<file path="src/rtl/hazard_ctrl.sv">
// hazard_ctrl: stall/forward controller for a 5-stage MIPS pipeline (Tuse/Tnew scheme).
// Optional MDU busy tracking is built in when HAZ_MDU_EN is defined. Revision 1.0.
`timescale 1ns/1ps
`default_nettype none

module hazard_ctrl #(
  parameter int REG_AW   = 5,
  parameter int TNEW_W   = 2,
  parameter int MULT_LAT = 5,
  parameter int DIV_LAT  = 10
) (
  input  logic              clk,
  input  logic              reset,
  input  logic [REG_AW-1:0] d_rs,
  input  logic [REG_AW-1:0] d_rt,
  input  logic              d_rs_used,
  input  logic              d_rt_used,
  input  logic [TNEW_W-1:0] d_tuse_rs,
  input  logic [TNEW_W-1:0] d_tuse_rt,
  input  logic [REG_AW-1:0] d_wa,
  input  logic [TNEW_W-1:0] d_tnew,
  input  logic              d_md_start,
  input  logic              d_md_div,
  input  logic              d_md_use,
  output logic              stall,
  output logic [1:0]        fwd_d_rs,
  output logic [1:0]        fwd_d_rt,
  output logic [1:0]        fwd_e_rs,
  output logic [1:0]        fwd_e_rt,
  output logic              md_busy
);

  logic [REG_AW-1:0] e_rs, e_rt, e_wa, m_wa, w_wa;
  logic [TNEW_W-1:0] e_tnew, m_tnew;
  logic              raw_stall;
  logic              md_stall;
  logic              md_busy_int;

  function automatic logic hit(input logic [REG_AW-1:0] src, input logic used,
                               input logic [REG_AW-1:0] wa);
    return used && (src != '0) && (wa == src);
  endfunction

  function automatic logic src_stall(input logic [REG_AW-1:0] src, input logic used,
                                     input logic [TNEW_W-1:0] tuse,
                                     input logic [REG_AW-1:0] ewa, input logic [TNEW_W-1:0] etn,
                                     input logic [REG_AW-1:0] mwa, input logic [TNEW_W-1:0] mtn);
    return (hit(src, used, ewa) && (etn > tuse)) || (hit(src, used, mwa) && (mtn > tuse));
  endfunction

  // Youngest matching stage wins; a not-yet-ready winner yields 0 and the stall covers it.
  function automatic logic [1:0] d_sel(input logic [REG_AW-1:0] src, input logic used,
                                       input logic [REG_AW-1:0] ewa, input logic [TNEW_W-1:0] etn,
                                       input logic [REG_AW-1:0] mwa, input logic [TNEW_W-1:0] mtn,
                                       input logic [REG_AW-1:0] wwa);
    if (hit(src, used, ewa))      return (etn == '0) ? 2'd1 : 2'd0;
    else if (hit(src, used, mwa)) return (mtn == '0) ? 2'd2 : 2'd0;
    else if (hit(src, used, wwa)) return 2'd3;
    else                          return 2'd0;
  endfunction

  function automatic logic [1:0] e_sel(input logic [REG_AW-1:0] src,
                                       input logic [REG_AW-1:0] mwa, input logic [TNEW_W-1:0] mtn,
                                       input logic [REG_AW-1:0] wwa);
    if (hit(src, 1'b1, mwa) && (mtn == '0)) return 2'd1;
    else if (hit(src, 1'b1, wwa))           return 2'd2;
    else                                    return 2'd0;
  endfunction

  assign raw_stall = src_stall(d_rs, d_rs_used, d_tuse_rs, e_wa, e_tnew, m_wa, m_tnew)
                   | src_stall(d_rt, d_rt_used, d_tuse_rt, e_wa, e_tnew, m_wa, m_tnew)
                   | md_stall;

  assign stall    = !reset && raw_stall;
  assign md_busy  = !reset && md_busy_int;
  assign fwd_d_rs = reset ? 2'd0 : d_sel(d_rs, d_rs_used, e_wa, e_tnew, m_wa, m_tnew, w_wa);
  assign fwd_d_rt = reset ? 2'd0 : d_sel(d_rt, d_rt_used, e_wa, e_tnew, m_wa, m_tnew, w_wa);
  assign fwd_e_rs = reset ? 2'd0 : e_sel(e_rs, m_wa, m_tnew, w_wa);
  assign fwd_e_rt = reset ? 2'd0 : e_sel(e_rt, m_wa, m_tnew, w_wa);

  always_ff @(posedge clk or posedge reset) begin
    if (reset) begin
      e_rs   <= '0;
      e_rt   <= '0;
      e_wa   <= '0;
      e_tnew <= '0;
      m_wa   <= '0;
      m_tnew <= '0;
      w_wa   <= '0;
    end else begin
      if (raw_stall) begin
        e_rs   <= '0;
        e_rt   <= '0;
        e_wa   <= '0;
        e_tnew <= '0;
      end else begin
        e_rs   <= d_rs;
        e_rt   <= d_rt;
        e_wa   <= d_wa;
        e_tnew <= d_tnew;
      end
      m_wa   <= e_wa;
      m_tnew <= (e_tnew == '0) ? '0 : e_tnew - 1'b1;
      w_wa   <= m_wa;
    end
  end

`ifdef HAZ_MDU_EN
  localparam int CNT_W = $clog2(DIV_LAT + 1);

  logic             e_md_start;
  logic             e_md_div;
  logic [CNT_W-1:0] md_cnt;

  always_ff @(posedge clk or posedge reset) begin
    if (reset) begin
      e_md_start <= 1'b0;
      e_md_div   <= 1'b0;
      md_cnt     <= '0;
    end else begin
      e_md_start <= raw_stall ? 1'b0 : d_md_start;
      e_md_div   <= raw_stall ? 1'b0 : d_md_div;
      if (e_md_start)
        md_cnt <= e_md_div ? CNT_W'(DIV_LAT) : CNT_W'(MULT_LAT);
      else if (md_cnt != '0)
        md_cnt <= md_cnt - 1'b1;
    end
  end

  assign md_busy_int = (md_cnt != '0) || e_md_start;
  assign md_stall    = d_md_use && md_busy_int;
`else
  logic unused_md;
  assign unused_md   = ^{d_md_start, d_md_div, d_md_use};
  assign md_busy_int = 1'b0;
  assign md_stall    = 1'b0;
`endif

endmodule

`default_nettype wire

</file>
<file path="config.mk">
export PLATFORM = sky130hd
export DESIGN_NAME = hazard_ctrl
export DESIGN_NICKNAME = d
export VERILOG_FILES = /design/src/rtl/hazard_ctrl.sv
export SDC_FILE = /design/constraint.sdc
export NUM_CORES = 1
export LEC_CHECK = 0
export BUFFER_PORTS_ARGS = -buffer_cell sky130_fd_sc_hd__buf_2
export CORE_ASPECT_RATIO = 2
export CORE_MARGIN = 4
export CORE_UTILIZATION = 61
export CTS_BUF_LIST = sky130_fd_sc_hd__clkbuf_4 sky130_fd_sc_hd__clkbuf_8
export DETAILED_ROUTE_END_ITERATION = 8
export HOLD_SLACK_MARGIN = 0.1
export PLACE_DENSITY_LB_ADDON = 0.2
export SLEW_MARGIN = 40
export SYNTH_ARGS = -nofsm -noshare
export SYNTH_HDL_FRONTEND = slang
export SYNTH_SLANG_ARGS = --single-unit
</file>
<file path="constraint.sdc">
create_clock -name clk -period 5.24 [get_ports clk]
set_input_delay 0.524 -clock clk [delete_from_list [all_inputs] [get_ports clk]]
set_output_delay 0.524 -clock clk [all_outputs]
set_load 0.02 [all_outputs]
</file>
======== After elaboration in Yosys (flattened, before gate mapping) ========
Index checks and enable logic that the tools add are counted.
word-level totals
  register bits ........................... 29
  latch bits .............................. 0
  memory bits (writable) .................. 0
  bits in read-only memories .............. 0
  output and inout port bits .............. 10
  logic and storage cells ................. 72
  memories ................................ 0
cells by class
  add/subtract/negate cells ............... 1
  $mul .................................... 0
  div/mod/pow operators ................... 0
  order comparisons ....................... 4
  equal/unequal tests ..................... 10
  shift-type cells ........................ 0
  multiplexer cells ....................... 21
  bitwise logic cells ..................... 1
  reduce and logical (&&, ||, !) cells .... 28
operators with widths
  cell                 number
  $eq 5x5->1           10
  $mux 2               17
  $reduce_bool 5->1    4
  $logic_and 1x1->1    19
  $mux 5               3
  $gt 2x2->1           4
  $logic_not 2->1      2
  $logic_or 1x1->1     2
  $sub 2x1->2 const B  1
  $logic_not 1->1      1
  $mux 1               1
  $or 1x1->1           1

======== Logic depth before layout (Yosys ltp) ========
  depth after elaboration ................. 7
  depth in mapped cells ................... 8
  depth with buffers taken out ............ 7

======== Worst setup path before layout ========
Ideal clock, no wire load.
  path kind ............................... in2out
  from .................................... input reset
  to ...................................... output fwd_e_rs[1]
  data arrival time ....................... 2170 ps
  setup slack ............................. 2546 ps
  stages .................................. 4
  path buffers ............................ 1
  cells stage by stage .................... clkbuf_1 > inv_1 > nand2_1 > nor4_1
on the way
  cells in the longest elaborated chain, start to end .. 1
RTL lines
  what         line  source
  from (decl)  13    input logic reset,
  $mux 2       78    assign fwd_e_rs = reset ? 2'd0 : e_sel(e_rs, m_wa, m_tnew, w_wa);
  to (decl)    28    output logic [1:0] fwd_e_rs,
No other way between the ends.

======== Worst setup path after layout ========
  from .................................... input d_rt[1]
  to ...................................... output stall
on the way
  cells in the longest elaborated chain, start to end .. 7
  elaborated cells on any way between the ends .. 11
  those cells by class .................... eq/ne: 2; bitwise: 1; reduce/logical: 8
RTL lines
  what                            line  source
  from (decl)                     15    input logic [REG_AW-1:0] d_rt,
  $reduce_bool 5->1               41    return used && (src != '0) && (wa == src);
  $logic_and 1x1->1 (2 in a row)  41
  $logic_and 1x1->1               48    return (hit(src, used, ewa) && (etn > tuse)) || (hit(src, used, mwa) && (mtn > tuse));
  $logic_or 1x1->1 (*)            48
  $or 1x1->1 (*)                  71    | src_stall(d_rt, d_rt_used, d_tuse_rt, e_wa, e_tnew, m_wa, m_tnew)
  $logic_and 1x1->1 (*)           74    assign stall = !reset && raw_stall;
  to (decl)                       25    output logic stall,
Every way passes the cells marked *; elsewhere a longest branch is shown, timed or not.

==> flow_summary.json <==
{
  "p_leak_nw": 0.8864,
  "outcome": "finished, final reports clean",
  "core-area_um2": 2943,
  "cts_tree": "yes",
  "dr.pass1.iters": 4,
  "worst_pin_slew_ns": 0.7821,
  "ir_drop_uv": 241.2,
  "final_max_slew_viol_count": 0,
  "grt_max_degree": 22,
  "rrSetupSlack_ns": 3.06,
  "grt_pass1_vias": 1592,
  "worstPathRequired_ns": 4.72,
  "fmax_ghz": 0.3231,
  "area_delta_synth_final_pct": 12.76,
  "rows": 28,
  "max_stage_delay_ns": 0.74,
  "synth_most_common_cell": "xnor2_1",
  "place_hpwl_um": 3570,
  "dieArea_um2": 4037,
  "finalSetupTns_ns": 0,
  "netlist.area_leader.share": 0.3916,
  "vias": 1502,
  "setup_violations": 0,
  "critPathArrivalTime_ns": 2.57,
  "drive_gt1_frac": 0.2036,
  "insertedDiodeCount": 0,
  "finClkSkew_ns": 0.007564,
  "insertion_delay_ns": 0.28,
  "tritoncts_num_sinks": 29,
  "initial_core_util": 0.6297,
  "power_density_nw_per_um2": 265.2,
  "ys.flop_type": "dfrtp_1",
  "hold_class": "in -> async",
  "synth_area_um2": 1853,
  "root_buffer": "clkbuf_8",
  "path_cells": "buf_2 > or4_1 > o21ai_2 > nor4_1 > nor4_4 > nor2_1 > buf_2",
  "fin_nets": 256,
  "antenna_found_initial": 0,
  "drt_wl_total_um": 4483,
  "timing.final.ws_setup_ns": 2.145,
  "reg2reg_depth": 6,
  "grt-ovfl-total": 0,
  "synth_cell_types": 28,
  "die_w_um": 46.97,
  "final_cells": 251,
  "synthTopCellsByArea": "dfrtp_1, xnor2_1, and2_1",
  "critPathKind": "in -> out",
  "ys_warn_count": 0,
  "final_cell_area_um2": 2090,
  "cts.htree.levels": 2,
  "layout_min_cycle_time_ns": 3.095,
  "route.detailed.drc": 0,
  "grt_pass1_wl_um": 7314,
  "via_per_inst": 5.984,
  "finalHoldViolations": 0,
  "cp_top_family": "simple AND/OR/NAND/NOR gates",
  "die_y_um": 85.95,
  "track_usage": 0.2604,
  "fin_crit_sh": 0.5906,
  "io_pins": 38,
  "cts_hold_buf": 0,
  "cts_made_buffers": 5,
  "ys_ff_latch": 29,
  "drt_iter0_drc": 47,
  "dp_worst_setup_slack_ns": 2.175,
  "syn_area_per_cell_um2": 9.651,
  "ant_nets": 0,
  "holdWs_ns": 0.3025,
  "relSlewSlack": 0.4747,
  "synth-seq-area-share": 0.3916,
  "postLayoutCoreUtil": 0.7100,
  "setup.worst_path.start_class": "input port",
  "rr_startpoint": "m_tnew[1]",
  "max_cap_violations": 0,
  "synth_edf_count": 0,
  "synth.top_cells.by_count": "xnor2_1, dfrtp_1, and2_1",
  "postSynthCellCount": 192,
  "clk_path_buf_depth": 2,
  "rsz0062_at_grt": "false",
  "cts_setup_buffers": 0,
  "crit_fanout": 18,
  "gp_congestion": 0.8677,
  "async_flop_share": 1.000,
  "reg2reg_to": "e_wa[3]",
  "synth_top_cell_by_area": "dfrtp_1",
  "placedCellCount": 243,
  "clk_pin_slew_ns": 0.06,
  "synth_fp_nets": 228,
  "cp-end-kind": "output pin",
  "path_depth": 7,
  "power_mw": 0.5540,
  "routedWlPerCell_um": 17.86,
  "crit_buf_inv": 2,
  "postPlaceCellArea_um2": 2003,
  "crit_path_frequent_cell": "buf_2",
  "io_buffers": 33,
  "cp_slowest_cell": "nor4_4",
  "cts-resized-gates": 0
}
==> area by class of cell <==
type	count	area, µm²
multi-input combinational	145	1049
fill	235	853.3
timing repair buffer	34	172.7
clock buffer	6	76.32
inverter	5	18.77
clock inverter	2	10.01
tap	30	37.54
sequential	29	725.7
==> routing by layer <==
| metal | GRT usage | share of wire |
|---|---|---|
| met3 | 0.04622 | 0.046 |
| met5 | 0 | 0 |
| met1 | 0.2445 | 0.32 |
| met2 | 0.4523 | 0.57 |
| met4 | 0.1990 | 0.061 |
==> layout by cell type, fill, tap and decap left out, drive strengths merged, types with 5 or more instances in the layout <==
cell type | synthesis | routed
nand2 | 14 | 14
dfrtp | 29 | 29
xnor2 | 46 | 46
buf | 2 | 34
nor2b | 5 | 5
clkbuf | 11 | 6
o21ai | 6 | 6
inv | 5 | 5
and2 | 18 | 18
ha | 8 | 8
nand3 | 6 | 6
nor3 | 7 | 7
nor4 | 11 | 11
==> worst max path at each step <==
stage,startpoint,to,slack (ns)
finish,d_rt[1],stall,2.15
global route,d_rt[1],stall,2.01
CTS,d_rt[1],stall,2.16
detailed placement,d_rt[1],stall,2.18
global placement,d_rt[1],stall,2.27
floorplan,reset,fwd_e_rs[1],2.55
==> power by group <==
group,switching [mW],leakage (nW),total (mW),internal [mW]
clock network,0.0841,0.0484,0.181,0.0969
registers,0.0250,0.342,0.264,0.239
logic,0.0543,0.496,0.109,0.0548
total,0.163,0.886,0.554,0.391
==> worst reg2reg max path: stages, from the launching register on <==
cell     delay [ns]
dfrtp_1        0.42
ha_1           0.31
nor2b_1        0.14
o21ai_0        0.17
nor4_1         0.11
nor4_4         0.74
and2_1         0.23
==> registers in the layout, summed over array words and instances, names as in the netlist <==
signal,count
m_tnew,2
e_rs,5
m_wa,5
e_wa,5
e_rt,5
w_wa,5
e_tnew,2
==> cells by family (layout without fill, tap and decap cells) <==
family | count (synthesis) | in the layout | share of synthesized area
AOI/OAI and AO/OA | 9 | 9 | 0.03242
xor gates and xnor gates | 50 | 50 | 0.2363
adders and majority gates | 8 | 8 | 0.05402
buffers and inverters | 18 | 47 | 0.04254
DFF | 29 | 29 | 0.3916
muxes | 1 | 1 | 0.005402
other | 1 | 1 | 0.002024
and+or+nand+nor | 76 | 76 | 0.2357
No activity file was read; power rests on OpenSTA's default activity.
